===== src/rtl/hdpldadapt_hip_async_update.sv =====
// hdpldadapt_hip_async_update: drives unloaded fast/slow SR words onto HIP async outputs, with a polling glitch filter on slow bytes 0-3
module hdpldadapt_hip_async_update #(
  parameter logic SSR_RST_VAL = 1'b1,
  parameter int   CNT_WIDTH   = 4,
  parameter int   STALE_LIMIT = 8
) (
  input  logic        rx_clock_async_rx_osc_clk,
  input  logic        rx_reset_async_rx_osc_clk_rst,
  input  logic [3:0]  r_rx_async_hip_aib_fsr_out_rst_val,
  input  logic [3:0]  r_rx_hip_aib_ssr_out_polling_bypass,
  input  logic        rx_async_hssi_fabric_fsr_load,
  input  logic        rx_async_hssi_fabric_ssr_load,
  input  logic [3:0]  hip_aib_async_fsr_out,
  input  logic [39:0] hip_aib_async_ssr_out,
  output logic [3:0]  hip_aib_fsr_out,
  output logic [39:0] hip_aib_ssr_out,
  output logic        hip_aib_ssr_out_upd,
  output logic [3:0]  hip_aib_ssr_out_stale
);
  localparam logic [CNT_WIDTH-1:0] LIM = CNT_WIDTH'(STALE_LIMIT);
  logic fsr_q, ssr_q, fsr_ev, ssr_ev;
  logic [3:0][7:0] cand;
  logic [3:0][CNT_WIDTH-1:0] cnt, cnt_nxt;
  logic [3:0] match;
  logic [39:0] ssr_nxt;
  assign fsr_ev = rx_async_hssi_fabric_fsr_load & ~fsr_q;
  assign ssr_ev = rx_async_hssi_fabric_ssr_load & ~ssr_q;
  // a byte is accepted when bypassed or when it repeats the previous sample
  always_comb begin
    ssr_nxt = hip_aib_ssr_out;
    match   = '0;
    cnt_nxt = cnt;
    for (int b = 0; b < 4; b++) begin
      match[b] = hip_aib_async_ssr_out[8*b +: 8] == cand[b];
      if (ssr_ev && (r_rx_hip_aib_ssr_out_polling_bypass[b] || match[b]))
        ssr_nxt[8*b +: 8] = hip_aib_async_ssr_out[8*b +: 8];
      cnt_nxt[b] = r_rx_hip_aib_ssr_out_polling_bypass[b] ? '0 :
                   !ssr_ev ? cnt[b] :
                   match[b] ? '0 :
                   (cnt[b] == LIM) ? cnt[b] : cnt[b] + CNT_WIDTH'(1);
    end
    if (ssr_ev) ssr_nxt[39:32] = hip_aib_async_ssr_out[39:32];
  end
  always_ff @(posedge rx_clock_async_rx_osc_clk) begin
    if (rx_reset_async_rx_osc_clk_rst) begin
      fsr_q               <= 1'b0;
      ssr_q               <= 1'b0;
      hip_aib_fsr_out     <= r_rx_async_hip_aib_fsr_out_rst_val;
      hip_aib_ssr_out     <= {40{SSR_RST_VAL}};
      hip_aib_ssr_out_upd <= 1'b0;
      cand                <= {32{SSR_RST_VAL}};
      cnt                 <= '0;
    end else begin
      fsr_q               <= rx_async_hssi_fabric_fsr_load;
      ssr_q               <= rx_async_hssi_fabric_ssr_load;
      hip_aib_fsr_out     <= fsr_ev ? hip_aib_async_fsr_out : hip_aib_fsr_out;
      hip_aib_ssr_out     <= ssr_nxt;
      hip_aib_ssr_out_upd <= ssr_nxt != hip_aib_ssr_out;
      cand                <= ssr_ev ? hip_aib_async_ssr_out[31:0] : cand;
      cnt                 <= cnt_nxt;
    end
  end
  always_comb
    for (int b = 0; b < 4; b++) hip_aib_ssr_out_stale[b] = cnt[b] == LIM;
endmodule


===== config.mk =====
export PLATFORM = sky130hd
export DESIGN_NAME = hdpldadapt_hip_async_update
export DESIGN_NICKNAME = d
export VERILOG_FILES = /design/src/rtl/hdpldadapt_hip_async_update.sv
export SDC_FILE = /design/constraint.sdc
export NUM_CORES = 1
export LEC_CHECK = 0
export ABC_AREA = 1
export BUFFER_PORTS_ARGS = -buffer_cell sky130_fd_sc_hd__buf_4
export CAP_MARGIN = 5
export CORE_MARGIN = 5
export CORE_UTILIZATION = 60
export CTS_BUF_LIST = sky130_fd_sc_hd__clkbuf_8
export DETAILED_ROUTE_END_ITERATION = 6
export GPL_TIMING_DRIVEN = 0
export PLACE_DENSITY_LB_ADDON = 0.08
export SYNTH_ARGS = -nofsm -noshare
export SYNTH_HDL_FRONTEND = slang
export SYNTH_SLANG_ARGS = --single-unit

===== constraint.sdc =====
create_clock -name rx_clock_async_rx_osc_clk -period 3.4 [get_ports rx_clock_async_rx_osc_clk]
set_clock_uncertainty 0.2 [all_clocks]
set_input_delay 0.17 -clock rx_clock_async_rx_osc_clk [delete_from_list [all_inputs] [get_ports rx_clock_async_rx_osc_clk]]
set_output_delay 0.17 -clock rx_clock_async_rx_osc_clk [all_outputs]
set_load 0.05 [all_outputs]

==> run_results.csv <==
group,metric,value,unit
global_routing,grt_busiest_layer,"met2",
logic_synthesis,synth_area_leaders,"dfxtp_1 (36%), nand2_1 (12%), inv_1 (7.0%)",
min_path,hp-start,"rx_reset_async_rx_osc_clk_rst",
logic_synthesis,synth_flop_cell,"dfxtp_1",
sta,setup_ws,1.10,ns
global_routing,grt_pass1_wl,24.7,mm
die,die_area,10300,µm²
detailed_routing,drc,0,
clock_network,postCtsHoldBufs,54,
logic_synthesis,synth_edf_count,4,
sta,setup_viol,0,
placed_design,dp_slack,1.27,ns
logic_synthesis,yosysWarnings,0,
critical_path,r2r_start,"ssr_q",
clock_network,cts_tree,"yes",
sta,finalCriticalPeriod,2.30,ns
global_routing,grt.total_usage,29.9,%
logic_synthesis,synth.top_cells.by_count,"nand2_1 (160), inv_1 (94), dfxtp_1 (91), nand3_1 (69), nor2_1 (52)",
critical_path,r2r_cells,11,
global_routing,met2_usage,50.4,%
placed_design,port_buffers,104,
global_routing,grt_util_met1,38.0,%
pwr,power.leakage,0.00334,µW
sta,setup_tns,0,ns
logic_synthesis,yosysMostFrequentCell,"nand2_1",
pwr,p_per_area,411,nW/µm²
critical_path,critical_path.max_fanout,10,
cells_and_area,layout-drive-gt1-share,17.7,%
critical_path,cp-start-kind,"input pin",
global_routing,overflow,0,
cells_and_area,nFillCells,567,
logic_synthesis,synth_cell_types,35,
logic_synthesis,ys_ff_latch,95,
critical_path,rrSetupSlack,1.22,ns
detailed_routing,ant_nets,0,
clock_network,cts.path.max_buffers,2,
logic_synthesis,synth_top_area_cell,"dfxtp_1",
die,start_util,61.6,%
logic_synthesis,synth_area,5030,µm²
sta,slew_headroom,56.6,%
logic_synthesis,postSynthCellCount,714,
clock_network,post_cts_buffers,0,
global_routing,grt_pass1_vias,5398,
critical_path,arrival,2.35,ns
cells_and_area,syn2layout_area_growth,33.3,%
detailed_routing,via_per_inst,5.53,
sta,slew_viol_final,0,
detailed_routing,vias,5492,
sta,rsz0062_at_grt,"no",
placed_design,hpwlAfterDp,10.8,mm
cells_and_area,nets,947,
flow_run,drv_cap,0,
clock_network,path_clk_slew,0.10,ns
detailed_routing,first_pass_iters,5,
global_routing,met3_usage,4.89,%
logic_synthesis,syn_nets,778,
logic_synthesis,synthArstFlopShare,0,%
status,outcome,"finished, final reports clean",
sta,finalCritPeriodShare,67.5,%
clock_network,post_cts_resized,0,
critical_path,critPathRequiredTime,3.45,ns
min_path,hold_class,"input pin to flop",
critical_path,end_kind,"flop",
die,die_h,102,µm
sta,worst_pin_slew,0.651,ns
pwr,ir_worst_vdd,0.233,mV
logic_synthesis,syn_avg_cell_area,7.05,µm²
clock_network,ctsRootBufferMaster,"clkbuf_8",
detailed_routing,wl_per_cell,15.1,µm
clock_network,clk_latency,0.37,ns
logic_synthesis,synth-seq-area-share,38.6,%
detailed_routing,routed_wl,15.0,mm
die,dieWidth,102,µm
die,io_pins,105,
clock_network,cts_made_buffers,9,
clock_network,clock-sinks,95,
sta,hold_viol,0,
min_path,holdPathStages,4,
critical_path,path_class,"input pin to flop",
placed_design,place_congestion,0.896,
min_path,hold_end,"cnt[15]",
clock_network,cts-htree-levels,3,
detailed_routing,drt_iter0_drc,363,
critical_path,reg2reg_to,"hip_aib_ssr_out_upd",
global_routing,antenna_found_initial,0,
die,core,8180,µm²
global_routing,grt_max_degree,17,
logic_synthesis,synth_top_area_share,36.2,%
cells_and_area,insertedDiodeCount,0,
sta,fmax,436,MHz
die,num_rows,33,
## routing by layer
layer / routed length (µm) / up-vias / share of wire (%)
met5: 0 / - / 0
met4: 449 / 0 / 3.0
met3: 1170 / 42 / 7.8
met2: 7090 / 236 / 47
met1: 6290 / 2527 / 42
li1: - / 2687 / -
## sequential cells by signal, indices dropped and copies added, names as in the netlist
name,count
hip_aib_ssr_out,40
cand,32
cnt,16
hip_aib_fsr_out,4
fsr_q,1
hip_aib_ssr_out_upd,1
ssr_q,1
## worst max-delay path, cell delays in order
cell	delay [ns]
dlygate4sd3_1	0.53
buf_4	0.14
inv_2	0.10
nor2_8	0.06
buf_4	0.18
clkbuf_1	0.28
nand4_1	0.20
nand2_1	0.07
nor2_1	0.12
nand2_1	0.09
nor2_1	0.13
nand3_1	0.11
nor2_1	0.11
nor2_1	0.04
## power breakdown
group	internal (µW)	leakage [µW]	switching, µW
Combinational	258	0.00244	414
Sequential	1190	0.000793	58.2
Clock	415	0.000105	417
## how the worst max path moves through the flow
stage	startpoint	depth (start not counted)	slack, ns	end
CTS	rx_async_hssi_fabric_ssr_load	14	1.12	hip_aib_ssr_out_upd
finish	rx_async_hssi_fabric_ssr_load	14	1.10	hip_aib_ssr_out_upd
global route	hip_aib_async_ssr_out[28]	17	0.96	hip_aib_ssr_out_upd
floorplan	cnt[0]	10	1.51	cnt[3]
global placement	ssr_q	11	1.33	hip_aib_ssr_out_upd
detailed placement	ssr_q	11	1.27	hip_aib_ssr_out_upd
## final cells by class
cell class	instances	area, µm²	area share [%]
clock inverters	7	97.6	1.45
clock buffers	9	124	1.85
repair buffers	158	1320	19.7
plain buffers	32	185	2.76
multi-input cells	486	2530	37.7
well taps	105	131	1.96
inverters	101	379	5.65
flip-flops and latches	95	1940	28.9
## placed cells by master, fill, tap and decap left out, types with 4 or more instances in the layout
cell type	Yosys	layout
a21oi_1	36	36
buf_2	9	9
buf_4	2	106
buf_6	4	4
clkbuf_1	14	14
clkbuf_8	0	9
dfxtp_1	91	91
dlygate4sd3_1	0	54
edfxtp_1	4	4
ha_1	8	8
inv_1	94	94
inv_2	6	6
nand2_1	160	160
nand2_2	4	4
nand3_1	69	69
nand3_2	4	4
nand4_1	33	33
nor2_1	52	52
nor2_2	4	4
o211ai_1	31	31
o21ai_0	36	36
o21ai_1	4	4
xnor2_1	23	23
## through the flow
step	area, µm²	util, %	power (µW)	cells	hold slack [ns]
after floorplan	5030	-	1670	714	0.0485
after CTS	6710	82.0	2750	993	0.131
final	6710	82.0	2750	993	0.124
after detailed placement	5950	72.7	1880	923	0.171
after global placement	5950	72.7	1860	923	0.164
after global routing	6710	82.0	2870	993	0.184
## cell families (layout without fill, tap and decap cells)
family          after synthesis  count (layout)  share of synthesized area [%]
xor+xnor                     26              26                           4.52
fa+ha+maj                     8               8                           1.99
simple gates                336             336                           30.3
compound gates              116             116                           13.4
flops                        95              95                           38.6
buf+inv                     133             307                           11.2
Power figures use the tool's default switching activity.
